$ cat config.mk
export PLATFORM = sky130hd
export DESIGN_NAME = jk_mod_counter
export DESIGN_NICKNAME = d
export VERILOG_FILES = /design/src/rtl/jk_cnt_pkg.sv /design/src/rtl/jk_ff_cell.sv /design/src/rtl/jk_mod_counter.sv
export SDC_FILE = /design/constraint.sdc
export NUM_CORES = 1
export LEC_CHECK = 0
export CAP_MARGIN = 20
export CORE_UTILIZATION = 45
export CTS_CLUSTER_SIZE = 12
export DETAILED_ROUTE_END_ITERATION = 8
export PLACE_DENSITY_LB_ADDON = 0.25
export SLEW_MARGIN = 20
export SYNTH_ARGS = -nofsm -noshare
export SYNTH_HDL_FRONTEND = slang
export SYNTH_SLANG_ARGS = --single-unit
$ cat constraint.sdc
create_clock -name Clock -period 6.9 [get_ports Clock]
set_clock_uncertainty 0.2 [all_clocks]
set_input_delay 1.38 -clock Clock [delete_from_list [all_inputs] [get_ports Clock]]
set_output_delay 1.38 -clock Clock [all_outputs]
set_load 0.01 [all_outputs]
$ cat src/rtl/jk_cnt_pkg.sv
// rtl/jk_cnt_pkg.sv - shared types and helpers for the JK modulo counter
package jk_cnt_pkg;

  // Excitation code as {J, K}.
  typedef enum logic [1:0] {
    JK_HOLD   = 2'b00,
    JK_RESET  = 2'b01,
    JK_SET    = 2'b10,
    JK_TOGGLE = 2'b11
  } jk_code_e;

  // Terminal (highest legal) state for a given modulus.
  function automatic int unsigned mod_last(input int unsigned modulus);
    return modulus - 1;
  endfunction

endpackage

$ cat src/rtl/jk_ff_cell.sv
// rtl/jk_ff_cell.sv - single JK flip-flop with asynchronous active-low clear
module jk_ff_cell
  import jk_cnt_pkg::*;
(
  input  logic Clock,
  input  logic ClearN,
  input  logic J,
  input  logic K,
  output logic Q,
  output logic QN
);

  always_ff @(posedge Clock or negedge ClearN) begin
    if (!ClearN) begin
      Q <= 1'b0;
    end else begin
      case (jk_code_e'({J, K}))
        JK_HOLD:   Q <= Q;
        JK_RESET:  Q <= 1'b0;
        JK_SET:    Q <= 1'b1;
        JK_TOGGLE: Q <= ~Q;
      endcase
    end
  end

  assign QN = ~Q;

endmodule

$ cat src/rtl/jk_mod_counter.sv
// rtl/jk_mod_counter.sv - modulo-MOD up/down counter built from JK flip-flop cells
// Defining JKCNT_GRAY_OUT_EN adds a registered GrayCount output.
module jk_mod_counter
  import jk_cnt_pkg::*;
#(
  parameter int WIDTH = 4,
  parameter int MOD   = 10
) (
  input  logic             Clock,
  input  logic             ClearN,
  input  logic             En,
  input  logic             Up,
  input  logic             Load,
  input  logic [WIDTH-1:0] D,
  output logic [WIDTH-1:0] Count,
  output logic             TC,
`ifdef JKCNT_GRAY_OUT_EN
  output logic [WIDTH-1:0] GrayCount,
`endif
  output logic             Wrap
);

  localparam logic [WIDTH-1:0] LAST = WIDTH'(mod_last(MOD));

  logic [WIDTH-1:0] q_vec;
  logic [WIDTH-1:0] qn_vec;
  logic [WIDTH-1:0] nxt;
  logic [WIDTH-1:0] j_vec;
  logic [WIDTH-1:0] k_vec;

  // D <= LAST rather than D < MOD so MOD == 2**WIDTH compares within WIDTH bits.
  always_comb begin
    nxt = q_vec;
    if (Load) begin
      nxt = (D <= LAST) ? D : '0;
    end else if (En) begin
      if (Up) begin
        nxt = (q_vec >= LAST) ? '0 : q_vec + WIDTH'(1);
      end else begin
        nxt = (q_vec == '0) ? LAST : q_vec - WIDTH'(1);
      end
    end
  end

  // Only bits that change get excited, so J and K are never both high.
  assign j_vec = qn_vec & nxt;
  assign k_vec = q_vec & ~nxt;

  for (genvar i = 0; i < WIDTH; i++) begin : gen_cell
    jk_ff_cell u_cell (
      .Clock  (Clock),
      .ClearN (ClearN),
      .J      (j_vec[i]),
      .K      (k_vec[i]),
      .Q      (q_vec[i]),
      .QN     (qn_vec[i])
    );
  end

  assign Count = q_vec;
  assign TC    = En & ~Load & ((Up & (q_vec == LAST)) | (~Up & (q_vec == '0)));

  always_ff @(posedge Clock or negedge ClearN) begin
    if (!ClearN) begin
      Wrap <= 1'b0;
    end else begin
      Wrap <= TC;
    end
  end

`ifdef JKCNT_GRAY_OUT_EN
  always_ff @(posedge Clock or negedge ClearN) begin
    if (!ClearN) begin
      GrayCount <= '0;
    end else begin
      GrayCount <= nxt ^ (nxt >> 1);
    end
  end
`endif

endmodule

==> results by group <==
Setup path
  – R2R setup slack: 4.30 ns
  – Reg2reg end: gen_cell[0].u_cell.Q$_DFFE_PN0P_
  – Req. time, crit path: 5.32 ns
  – FF-to-FF path depth: 8
  – Crit Path Category: primary input to primary output
  – Worst reg2reg path startpoint: gen_cell[0].u_cell.Q$_DFFE_PN0P_
  – CP Capture Type: primary output
  – CP Launch Type: primary input
  – Critical-path maximum fanout: 12
  – Arr. time, crit path: 3.19 ns

STA
  – Relative slew slack: 70.29%
  – Worst slew pin tran: 0.4398 ns
  – Hold Fails Final Rpt: 0
  – Final WS setup: 2.135 ns
  – Final Max Tran Viols: 0
  – RSZ-0062 raised after global routing: false
  – WHS: 0.4631 ns
  – Period utilization: 69.06%
  – TNS Setup: 0 ns
  – Max Clk Rate: 0.2098 GHz
  – Min Tclk post-route: 4.765 ns
  – Final setup fails: 0

Routing
  – Pre-Repair DR Iteration Count: 4
  – WL/cell: 12.65 µm
  – DRT Wirelength: 1164 µm
  – Drt drc: 0
  – Vias per cell: 5.989
  – Iteration-0 DRC Markers: 18
  – Detail Route Antenna Nets: 0
  – Via count: 551

Clock tree
  – Clock buffer depth: 2
  – Clock Pin Slew Worst Setup and Hold Paths: 0.05 ns
  – Worst-skew pair later-pin latency: 0.24 ns
  – Clock sinks: 5
  – Clock Tree Root: clkbuf_4
  – # hold bufs at CTS: 0
  – Post-CTS Resized: 0
  – # Post-CTS Setup Buffers: 0
  – CTS H-tree lvls: 1
  – CTS tree: yes
  – CTS buffer count: 3

Synthesis
  – Syn avg cell area: 8.666 µm²
  – Yosys warns: 0
  – Syn_nets: 85
  – Top cells by area, synth: dfrtp_1 (21%), ha_1 (17%), mux2_2 (7.6%)
  – Unique masters post-synth: 33
  – Synthesized cell area: 589.3 µm²
  – Mapped Cells: 68
  – Synth Register Bits: 5
  – Synth area leader: dfrtp_1
  – Part of the Yosys area used for sequential elements: 21.23%
  – Yosys top cell area share: 21.23%

Floorplan
  – Die area: 1458 µm²
  – Rows: 12
  – Die W: 38.19 µm
  – Ports: 15
  – Total core area: 1156 µm²
  – Chip Height: 38.19 µm
  – Initial core utilization: 50.97%

Worst hold path
  – Worst Hold Path EP: Wrap$_DFF_PN0_
  – Min-delay src: gen_cell[2].u_cell.Q$_DFFE_PN0P_
  – Hold Path Cell Cnt: 1
  – Worst hold path type: flop to flop

Placement
  – GPL Wtd Cong: 0.8131
  – Port Buffer Count: 14
  – Setup Slack @ Placement: 2.123 ns
  – Post-DP HPWL: 912.4 µm
  – Dpl cells: 88

Power
  – Psw: 0.09715 mW
  – Internal power consumption: 0.1368 mW
  – Clock power frac: 13.9%
  – Flop pwr share: 26.8%
  – Switching share of power: 41.52%
  – Power per standard cell area: 325.2 nW/µm²
  – VDD IR max: 269.6 µV
  – Static Leak: 0.3054 nW
  – Combinational power share: 59.3%

Global routing
  – Vias in the first global route: 495
  – Tot GR Track Use: 20.17%
  – Total gr overflow: 0
  – Largest net degree at the start of global routing: 15
  – First-pass GRT wire length: 2076 µm
  – Initial antenna violation count: 0

Layout
  – Finished Layout Cells: 92
  – Fraction of layout cells with a size suffix above 1: 8.974%
  – # diodes: 0
  – Commonest non-fill, non-tap cell in the layout: clkdlybuf4s50_1
  – Util after Layout: 62.23%
  – Nets: 96
  – Leading cell types in the layout, fill and taps excluded: clkdlybuf4s50_1 (14), ha_1 (8), inv_1 (7)
  – P&R area growth vs syn: 22.08%

Status
  – Outcome: complete, no violations

Run
  – MaxCap Viol Count: 0
## state kept, by name (all words and copies together) (netlist names)
register           flops
Wrap                   1
gen_cell.u_cell.Q      4
## critical path: stages
cell and delay (ns):
clkdlybuf4s50_1 0.59, o31a_1 0.35, nor4_1 0.26, clkdlybuf4s50_1 0.60
## layout make-up
class	instances	area (µm²)
repair buffers	14	140.1
well taps	14	17.52
fillers	90	436.7
flip-flops and latches	5	125.1
multi-input cells	48	384.1
inverters	7	26.28
clock buffers	4	26.28
## per-layer routing
| layer | wire length (µm) | vias up | track usage, % | part of all wire [%] |
|---|---|---|---|---|
| met3 | 46 | 4 | 4.070 | 4.0 |
| li1 | - | 270 | - | - |
| met1 | 538 | 255 | 25.54 | 46 |
| met4 | 28 | 0 | 9.821 | 2.4 |
| met5 | 0 | - | 0 | 0 |
| met2 | 551 | 22 | 32.20 | 47 |
## synthesized netlist by cell type (all sizes together)
cell type  instances
ha                 8
xor2               1
o2111ai            1
nand3              3
o31a               2
nand2              2
a21oi              2
or4b               1
nor4               1
o311ai             1
a22oi              1
buf                7
a31oi              1
a311oi             1
o22ai              2
o31ai              2
o311a              1
dfrtp              5
clkbuf             1
mux2               4
o41ai              1
nand3b             2
inv                7
or3b               1
or2b               1
o21ai              4
nor3b              1
and3               1
nor3               1
nor2               2
## worst max-delay path by stage
stage,start,end,cells past startpoint,slack (ns)
floorplan,Up,TC,3,3.08
finish,Up,TC,4,2.13
detailed placement,Up,TC,4,2.12
global placement,Up,TC,4,2.18
global route,Up,TC,4,1.98
CTS,Up,TC,4,2.11
## through the flow
| stage | instance area, µm² | power (mW) |
|---|---|---|
| CTS | 719.4 | 0.2360 |
| detailed placement | 693.2 | 0.2022 |
| floorplan | 589.3 | 0.1704 |
| finish | 719.4 | 0.2340 |
| global route | 719.4 | 0.2565 |
| global placement | 693.2 | 0.1982 |
## power by group through the flow
| stage | sequential [mW] | clock (mW) | combinational, mW |
|---|---|---|---|
| after floorplan | 0.0502 | 0 | 0.120 |
| after global placement | 0.0620 | 0 | 0.136 |
| after detailed placement | 0.0633 | 0 | 0.139 |
| after CTS | 0.0631 | 0.0332 | 0.140 |
| after global routing | 0.0662 | 0.0349 | 0.155 |
| final | 0.0628 | 0.0325 | 0.139 |
## kinds of logic after synthesis
kind of cell               Yosys count  synth area share, %
AOI/OAI and AO/OA                   19                22.72
and+or+nand+nor                     16                16.35
xor gates and xnor gates             1                1.486
muxes                                4                7.643
adders and majority gates            8                16.99
DFF                                  5                21.23
buffers and inverters               15                13.59
(Power assumes the default switching activity.)
